--- src/rtl/lc3_pkg.sv ---
// lc3_pkg: opcodes, address-mux encodings, sequencer states and opcode-class helpers
package lc3_pkg;
  localparam logic [3:0] OP_LD  = 4'b0010;
  localparam logic [3:0] OP_ST  = 4'b0011;
  localparam logic [3:0] OP_LDR = 4'b0110;
  localparam logic [3:0] OP_STR = 4'b0111;
  localparam logic [3:0] OP_LDI = 4'b1010;
  localparam logic [3:0] OP_STI = 4'b1011;
  localparam logic [3:0] OP_LEA = 4'b1110;
  localparam logic A1_PC  = 1'b0;
  localparam logic A1_SR1 = 1'b1;
  localparam logic [1:0] A2_ZERO  = 2'b00;
  localparam logic [1:0] A2_OFF6  = 2'b01;
  localparam logic [1:0] A2_OFF9  = 2'b10;
  localparam logic [1:0] A2_OFF11 = 2'b11;
  typedef enum logic [2:0] {IDLE, ADDR, IRD, IMAR, ACC, WB, DONE, ERR} state_t;
  function automatic logic is_legal(input logic [3:0] op);
    return op inside {OP_LD, OP_ST, OP_LDR, OP_STR, OP_LDI, OP_STI, OP_LEA};
  endfunction
  function automatic logic is_base(input logic [3:0] op);
    return op inside {OP_LDR, OP_STR};
  endfunction
  function automatic logic is_store(input logic [3:0] op);
    return op inside {OP_ST, OP_STR, OP_STI};
  endfunction
  function automatic logic is_ind(input logic [3:0] op);
    return op inside {OP_LDI, OP_STI};
  endfunction
endpackage

--- src/rtl/lc3_mem_timeout.sv ---
// lc3_mem_timeout: per-access wait counter; expire flags the last allowed wait cycle
module lc3_mem_timeout #(
  parameter int MEM_TIMEOUT = 255,
  parameter int CNT_W = 8
) (
  input  logic clk,
  input  logic reset,
  input  logic clr,
  input  logic en,
  output logic expire
);
  localparam logic [CNT_W-1:0] LAST = CNT_W'(MEM_TIMEOUT == 0 ? 0 : MEM_TIMEOUT - 1);
  logic [CNT_W-1:0] cnt;
  always_ff @(posedge clk or posedge reset)
    if (reset) cnt <= '0;
    else if (clr) cnt <= '0;
    else if (en) cnt <= cnt + 1'b1;
  assign expire = (MEM_TIMEOUT != 0) && (cnt == LAST);
endmodule

--- src/rtl/lc3_mem_seq.sv ---
// lc3_mem_seq: multi-cycle sequencer for LC-3 LD/ST/LDI/STI/LDR/STR/LEA
// Outputs are Moore decodes of state and captured opcode; only ld_mdr sees mem_ready.
module lc3_mem_seq
  import lc3_pkg::*;
#(
  parameter int MEM_TIMEOUT = 255,
  parameter int CNT_W = 8
) (
  input  logic        clk,
  input  logic        reset,
  input  logic        start,
  input  logic [15:0] ir,
  input  logic        mem_ready,
  output logic        addr1_mux,
  output logic [1:0]  addr2_mux,
  output logic        ld_mar,
  output logic        mar_sel,
  output logic        mem_en,
  output logic        mem_we,
  output logic        ld_mdr,
  output logic        ld_reg,
  output logic        reg_src,
  output logic        ld_cc,
  output logic        busy,
  output logic        done,
  output logic        err
);
  state_t state, nxt;
  logic [3:0] op_q;
  logic expire;
  logic unused_ir_bits;
  assign unused_ir_bits = ^ir[11:0];
  always_ff @(posedge clk or posedge reset)
    if (reset) begin
      state <= IDLE;
      op_q  <= '0;
    end else begin
      state <= nxt;
      if (state == IDLE && start) op_q <= ir[15:12];
    end
  lc3_mem_timeout #(.MEM_TIMEOUT(MEM_TIMEOUT), .CNT_W(CNT_W)) u_timeout (
    .clk(clk),
    .reset(reset),
    .clr(state == ADDR || state == IMAR),
    .en((state == IRD || state == ACC) && !mem_ready),
    .expire(expire)
  );
  always_comb begin
    nxt       = state;
    ld_mar    = 1'b0;
    mar_sel   = 1'b0;
    mem_en    = 1'b0;
    mem_we    = 1'b0;
    ld_mdr    = 1'b0;
    ld_reg    = 1'b0;
    reg_src   = 1'b0;
    ld_cc     = 1'b0;
    done      = 1'b0;
    err       = 1'b0;
    busy      = state != IDLE;
    addr1_mux = (busy && is_legal(op_q)) ? (is_base(op_q) ? A1_SR1 : A1_PC) : A1_PC;
    addr2_mux = (busy && is_legal(op_q)) ? (is_base(op_q) ? A2_OFF6 : A2_OFF9) : A2_ZERO;
    case (state)
      IDLE: if (start) nxt = is_legal(ir[15:12]) ? ADDR : ERR;
      ADDR: begin
        ld_reg = op_q == OP_LEA;
        ld_mar = op_q != OP_LEA;
        nxt    = op_q == OP_LEA ? DONE : (is_ind(op_q) ? IRD : ACC);
      end
      IRD: begin
        mem_en = 1'b1;
        ld_mdr = mem_ready;
        nxt    = mem_ready ? IMAR : (expire ? ERR : IRD);
      end
      IMAR: begin
        ld_mar  = 1'b1;
        mar_sel = 1'b1;
        nxt     = ACC;
      end
      ACC: begin
        mem_en = 1'b1;
        mem_we = is_store(op_q);
        ld_mdr = mem_ready && !is_store(op_q);
        nxt    = mem_ready ? (is_store(op_q) ? DONE : WB) : (expire ? ERR : ACC);
      end
      WB: begin
        ld_reg  = 1'b1;
        reg_src = 1'b1;
        ld_cc   = 1'b1;
        nxt     = DONE;
      end
      DONE: begin
        done = 1'b1;
        nxt  = IDLE;
      end
      ERR: begin
        done = 1'b1;
        err  = 1'b1;
        nxt  = IDLE;
      end
      default: nxt = IDLE;
    endcase
  end
endmodule

--- config.mk ---
export PLATFORM = sky130hd
export DESIGN_NAME = lc3_mem_seq
export DESIGN_NICKNAME = d
export VERILOG_FILES = /design/src/rtl/lc3_pkg.sv /design/src/rtl/lc3_mem_timeout.sv /design/src/rtl/lc3_mem_seq.sv
export SDC_FILE = /design/constraint.sdc
export NUM_CORES = 1
export LEC_CHECK = 0
export ABC_AREA = 1
export CORE_UTILIZATION = 30
export DETAILED_ROUTE_END_ITERATION = 12
export HOLD_SLACK_MARGIN = 0.1
export MAX_ROUTING_LAYER = met4
export PLACE_DENSITY = 0.57
export REMOVE_ABC_BUFFERS = 1
export SLEW_MARGIN = 10
export SYNTH_ARGS = -nofsm -noshare
export SYNTH_HDL_FRONTEND = slang
export SYNTH_SLANG_ARGS = --single-unit
--- constraint.sdc ---
create_clock -name clk -period 1.4 [get_ports clk]
set_clock_uncertainty 0.2 [all_clocks]
set_input_delay 0.21 -clock clk [delete_from_list [all_inputs] [get_ports clk]]
set_output_delay 0.21 -clock clk [all_outputs]
set_load 0.05 [all_outputs]
## After elaboration in Yosys (flattened, before gate mapping)

Cells that the tools add are included.

- Register bits after elaboration: 15
- Input port bits: 20
- Output and inout bits: 14
- Word-level logic and storage cells: 71

- Add/subtract/negate cells: 1
- Equality and inequality tests: 24
- Multiplexer cells: 25
- Reduce and logical (&&, ||, !) cells: 18

Operator list:

| operator | count |
|---|---|
| 4-bit equality test (second input constant) | 6 |
| 3-bit one-hot mux with 7 select lines | 1 |
| 3-bit two-way mux | 6 |
| 4-bit by 2-bit equality test with 1-bit output (second input constant) | 4 |
| 4-bit by 3-bit equality test with 1-bit output (second input constant) | 4 |
| 8-bit two-way mux | 2 |
| 7-bit nonzero test | 2 |
| 3-bit equality test (second input constant) | 4 |
| 2-bit two-way mux | 5 |
| 8-bit by 1-bit adder with 8-bit output (second input constant) | 1 |
| 8-bit equality test (second input constant) | 1 |
| 1-bit two-way mux | 8 |
| 3-bit by 2-bit equality test with 1-bit output (second input constant) | 2 |
| 1-bit one-hot mux with 2 select lines | 3 |
| 2-bit nonzero test | 3 |
| 3-bit nonzero test | 2 |
| 1-bit logical AND | 4 |
| 4-bit != test (second input constant) | 1 |
| 2-bit OR reduction | 2 |
| 3-bit by 1-bit equality test with 1-bit output (second input constant) | 1 |
| 3-bit logical NOT | 1 |
| 1-bit logical NOT | 2 |
| 1-bit logical OR | 2 |
| 2-bit != test (second input constant) | 1 |

## Depth between registers and ports, before layout

- Word-level depth: 5
- Depth in mapped cells: 8

## Hierarchy

From an unflattened synthesis, not the netlist that was laid out.

- Cells, all modules: 144
- Area, all modules: 1037.2 µm²

By module, submodules not included:

| module | instances | cells an instance | area each (µm²) |
|---|---|---|---|
| lc3_mem_seq | 1 | 84 | 566.8 |
| lc3_mem_timeout | 1 | 60 | 470.5 |

## Worst setup path before layout

No wires, ideal clock.

- Path type: flip-flop to output port
- Start point: reg state[2]
- End point: out ld_mar
- Arrival: 1.907 ns
- Data required time: 0.990 ns
- Path slack: -0.917 ns
- Cell stages (with the launch flop): 4
- Path buffers: 0
- Path through: dfrtp_1 > nor2_1 > inv_1 > o21ai_0

- Longest elaborated chain between the ends: 2
- Elaborated cells on any way between the ends: 3
- Those cells by class: eq/ne: 2; mux: 1

RTL lines:

| element | line | RTL |
|---|---|---|
| start: declaration | lc3_mem_seq.sv:28 | `state_t state, nxt;` |
| start signal: assignment | lc3_mem_seq.sv:38 | `state <= nxt;` |
| 3-bit by 2-bit equality test with 1-bit output or 3-bit by 1-bit equality test with 1-bit output (tied branches) | lc3_mem_seq.sv:63 | `case (state)` |
| 1-bit one-hot mux with 2 select lines * | lc3_mem_seq.sv:63 |  |
| end: declaration | lc3_mem_seq.sv:16 | `output logic ld_mar,` |

Every way passes the cells marked *; elsewhere a longest branch is shown, timed or not.

## Worst setup path in the final report

Ends and elaborated chain as after synthesis.

==> metrics.md <==
| Metric | Value |
|---|---|
| Status | complete, but fails checks |
| Failing checks | negative setup slack |
| Filler cells | 256 |
| Global placement routability congestion | 0.860 |
| Worst Tran Pin Value | 312 ps |
| Worst EP required | 990 ps |
| # rows | 20 |
| Final instance area | 0.00189 sq mm |
| Die height | 59.9 um |
| Syn Inst Count | 144 |
| Crit start category | register |
| 1st-iter DRT viols | 37 |
| Post-route clock period utilization | 134% |
| Gr ovfl total | 0 |
| DRT Wirelength | 3.07 mm |
| Leak Pwr | 0.929 nW |
| Setup WS post-layout | -473 ps |
| Syn_area_per_cell | 6.99 sq um |
| Area occupied by multi-input gates | 659 sq um |
| Ys Warns | 0 |
| Final Total Pwr | 4.29 mW |
| Worst hold start | ir[14] |
| CTS sink cnt | 15 |
| Layout cell share with drive strength beyond 1 | 46.9% |
| Area delta synth->final | 88.2% |
| CTS buffer count | 3 |
| H-Tree Depth | 1 |
| 1st-pass router iterations | 4 |
| Setup TNS | -8710 ps |
| Vias | 1174 |
| FMAX | 0.534 GHz |
| WL per Instance | 12.2 um |
| Die W | 59.9 um |
| Sequential cell area fraction in the yosys report | 37.3% |
| Final core utilization | 60.5% |
| Setup crit end | ld_mar |
| CTS tree | yes |
| Vias in the first global route | 1147 |
| Tot GR Track Use | 19.3% |
| FF-to-FF End | op_q[1] |
| Worst-path clk slew | 90 ps |
| Synthesized cell area | 0.00101 sq mm |
| FF-to-FF setup slack | -310 ps |
| Worst min path class | in2reg |
| CORE AREA | 0.00313 sq mm |
| Vias per cell | 4.68 |
| Nets | 230 |
| Worst reg-to-reg path cell count | 9 |
| Critical R2R Launch | state[0] |
| CP max-delay cell | dfrtp_2 |
| # port buffers | 21 |
| Clock Latency Late Sink | 290 ps |
| Post-DP HPWL | 2.22 mm |
| Min cycle time layout | 1870 ps |
| Antenna Nets Post-Route | 0 |
| Clk root buf | clkbuf_4 |
| Maximum fanout along the worst path | 5 |
| CP peak stage delay | 480 ps |
| Bufs on Longest Clock Path | 2 |
| Slew Viols, Final | 0 |
| Flops & latches, synth | 15 |
| First-pass GRT wire length | 4.99 mm |
| Critical Path End Type | output port |
| Max cap viols | 0 |
| Cell Chain, Critical Path | buf_6, nor2_4, inv_2, o21ai_1, buf_4, buf_12 |
| RSZ-0062 raised after global routing | true |
| Pre-CTS WS | -248 ps |
| VDD IR max | 0.560 mV |
| Synth unique cells | 25 |
| DRC viols | 0 |
| # setup viols final | 29 |
| Final count of hold timing violations | 0 |
| Ports | 34 |
| Largest net degree at the start of global routing | 16 |
| FF+latch area | 379 sq um |
| Crit path launch | state[2] |
| Critical Path AT | 1460 ps |
| Starting Density | 32.2% |
| Die area | 0.00359 sq mm |
| Total placed instance area | 0.00161 sq mm |
| P per Cell Area | 2270 mW/mm^2 |
| Ant diodes | 0 |
| Initial antenna violation count | 0 |
| Slew margin rel. | 79.2% |
| Setup Crit Path Kind | reg2out |
## timing repair
item / 4_1_cts / 5_1_grt
setup endpoints to repair: 29 / 29
hold buffers: 1 / 0
endpoints found under the hold margin: 15 / 0
gates resized for setup: 27 / 31
buffers inserted: 4 / 9
gates cloned: 1 / 0
pin swaps: 7 / 13
## critical path, delay by kind of cell, from the launching register on
family | cells | cell delay (ps)
and+or+nand+nor | 1 | 140
DFF | 1 | 480
buffers and inverters | 4 | 450
AOI/OAI and AO/OA | 1 | 110
## through the flow
step / cells / hold WS, ps
2_1_floorplan: 142 / -88.5
3_3_place_gp: 235 / 327
3_5_place_dp: 235 / 330
4_1_cts: 244 / 326
5_1_grt: 251 / 323
6_report: 251 / 307
## flip-flops by register name, indices dropped and copies added, names as in the netlist
| signal | count |
|---|---|
| op_q | 4 |
| u_timeout.cnt | 8 |
| state | 3 |
## layout by cell type, fill, tap and decap left out, drive strengths merged
| master | instances |
|---|---|
| xor2 | 2 |
| buf | 52 |
| o21ai | 11 |
| o21bai | 1 |
| nand3 | 14 |
| a22oi | 1 |
| nand3b | 3 |
| ha | 2 |
| nand4 | 4 |
| o22ai | 1 |
| clkbuf | 3 |
| nand2 | 45 |
| dfrtp | 15 |
| nor2 | 13 |
| clkinv | 1 |
| a21oi | 4 |
| inv | 25 |
| nor3 | 2 |
| clkdlybuf4s50 | 7 |
| dlygate4sd3 | 1 |
## worst min-delay path by stage
| stage | endpoint | slack, ps | cells after the start |
|---|---|---|---|
| final | op_q[2] | 310 | 3 |
| after global routing | op_q[2] | 320 | 3 |
| after CTS | op_q[2] | 330 | 3 |
| after detailed placement | u_timeout.cnt[6] | 330 | 2 |
| after global placement | op_q[3] | 330 | 3 |
| after floorplan | op_q[0] | -90 | 1 |
## cells in the mapped netlist, drive strengths merged
library cell | instances | area, sq um
nand3b | 3 | 22.5
nand3 | 14 | 75.1
o21bai | 1 | 7.51
o21ai | 11 | 55.1
ha | 2 | 25.0
nand4 | 4 | 25.0
dfrtp | 15 | 375
a21oi | 4 | 23.8
nand2 | 45 | 189
a22oi | 1 | 7.51
o22ai | 1 | 6.26
nor3 | 2 | 10.0
inv | 25 | 96.3
xor2 | 2 | 17.5
nor2 | 12 | 55.1
buf | 2 | 15.0
## power breakdown
group	switching [mW]	internal, mW
sequential	0.162	0.573
combinational	1.71	1.59
clock	0.150	0.106
## area by class of cell
| cell class | count | share of cell area (%) |
|---|---|---|
| clock buffer | 3 | 1.19 |
| multi-input combinational | 103 | 34.8 |
| inverter | 25 | 5.49 |
| sequential | 15 | 20.0 |
| timing repair buffer | 60 | 35.3 |
| clock inverter | 1 | 0.264 |
| tap | 44 | 2.91 |
## cell families (layout without fill, tap and decap cells)
| logic type | after synthesis | in the layout | synth area share [%] |
|---|---|---|---|
| flops | 15 | 15 | 37.3 |
| simple gates | 80 | 81 | 37.4 |
| buf+inv | 27 | 89 | 11.1 |
| compound gates | 18 | 18 | 9.95 |
| fa+ha+maj | 2 | 2 | 2.49 |
| xor+xnor | 2 | 2 | 1.74 |
## layer usage
metal / up-vias / share of wire (%) / global-route usage (%)
li1: 583 / - / -
met1: 558 / 43 / 21.7
met2: 26 / 53 / 33.5
met3: 7 / 2.4 / 1.73
met4: 0 / 1.7 / 10.3
met5: - / 0 / -
Power figures use the tool's default switching activity.
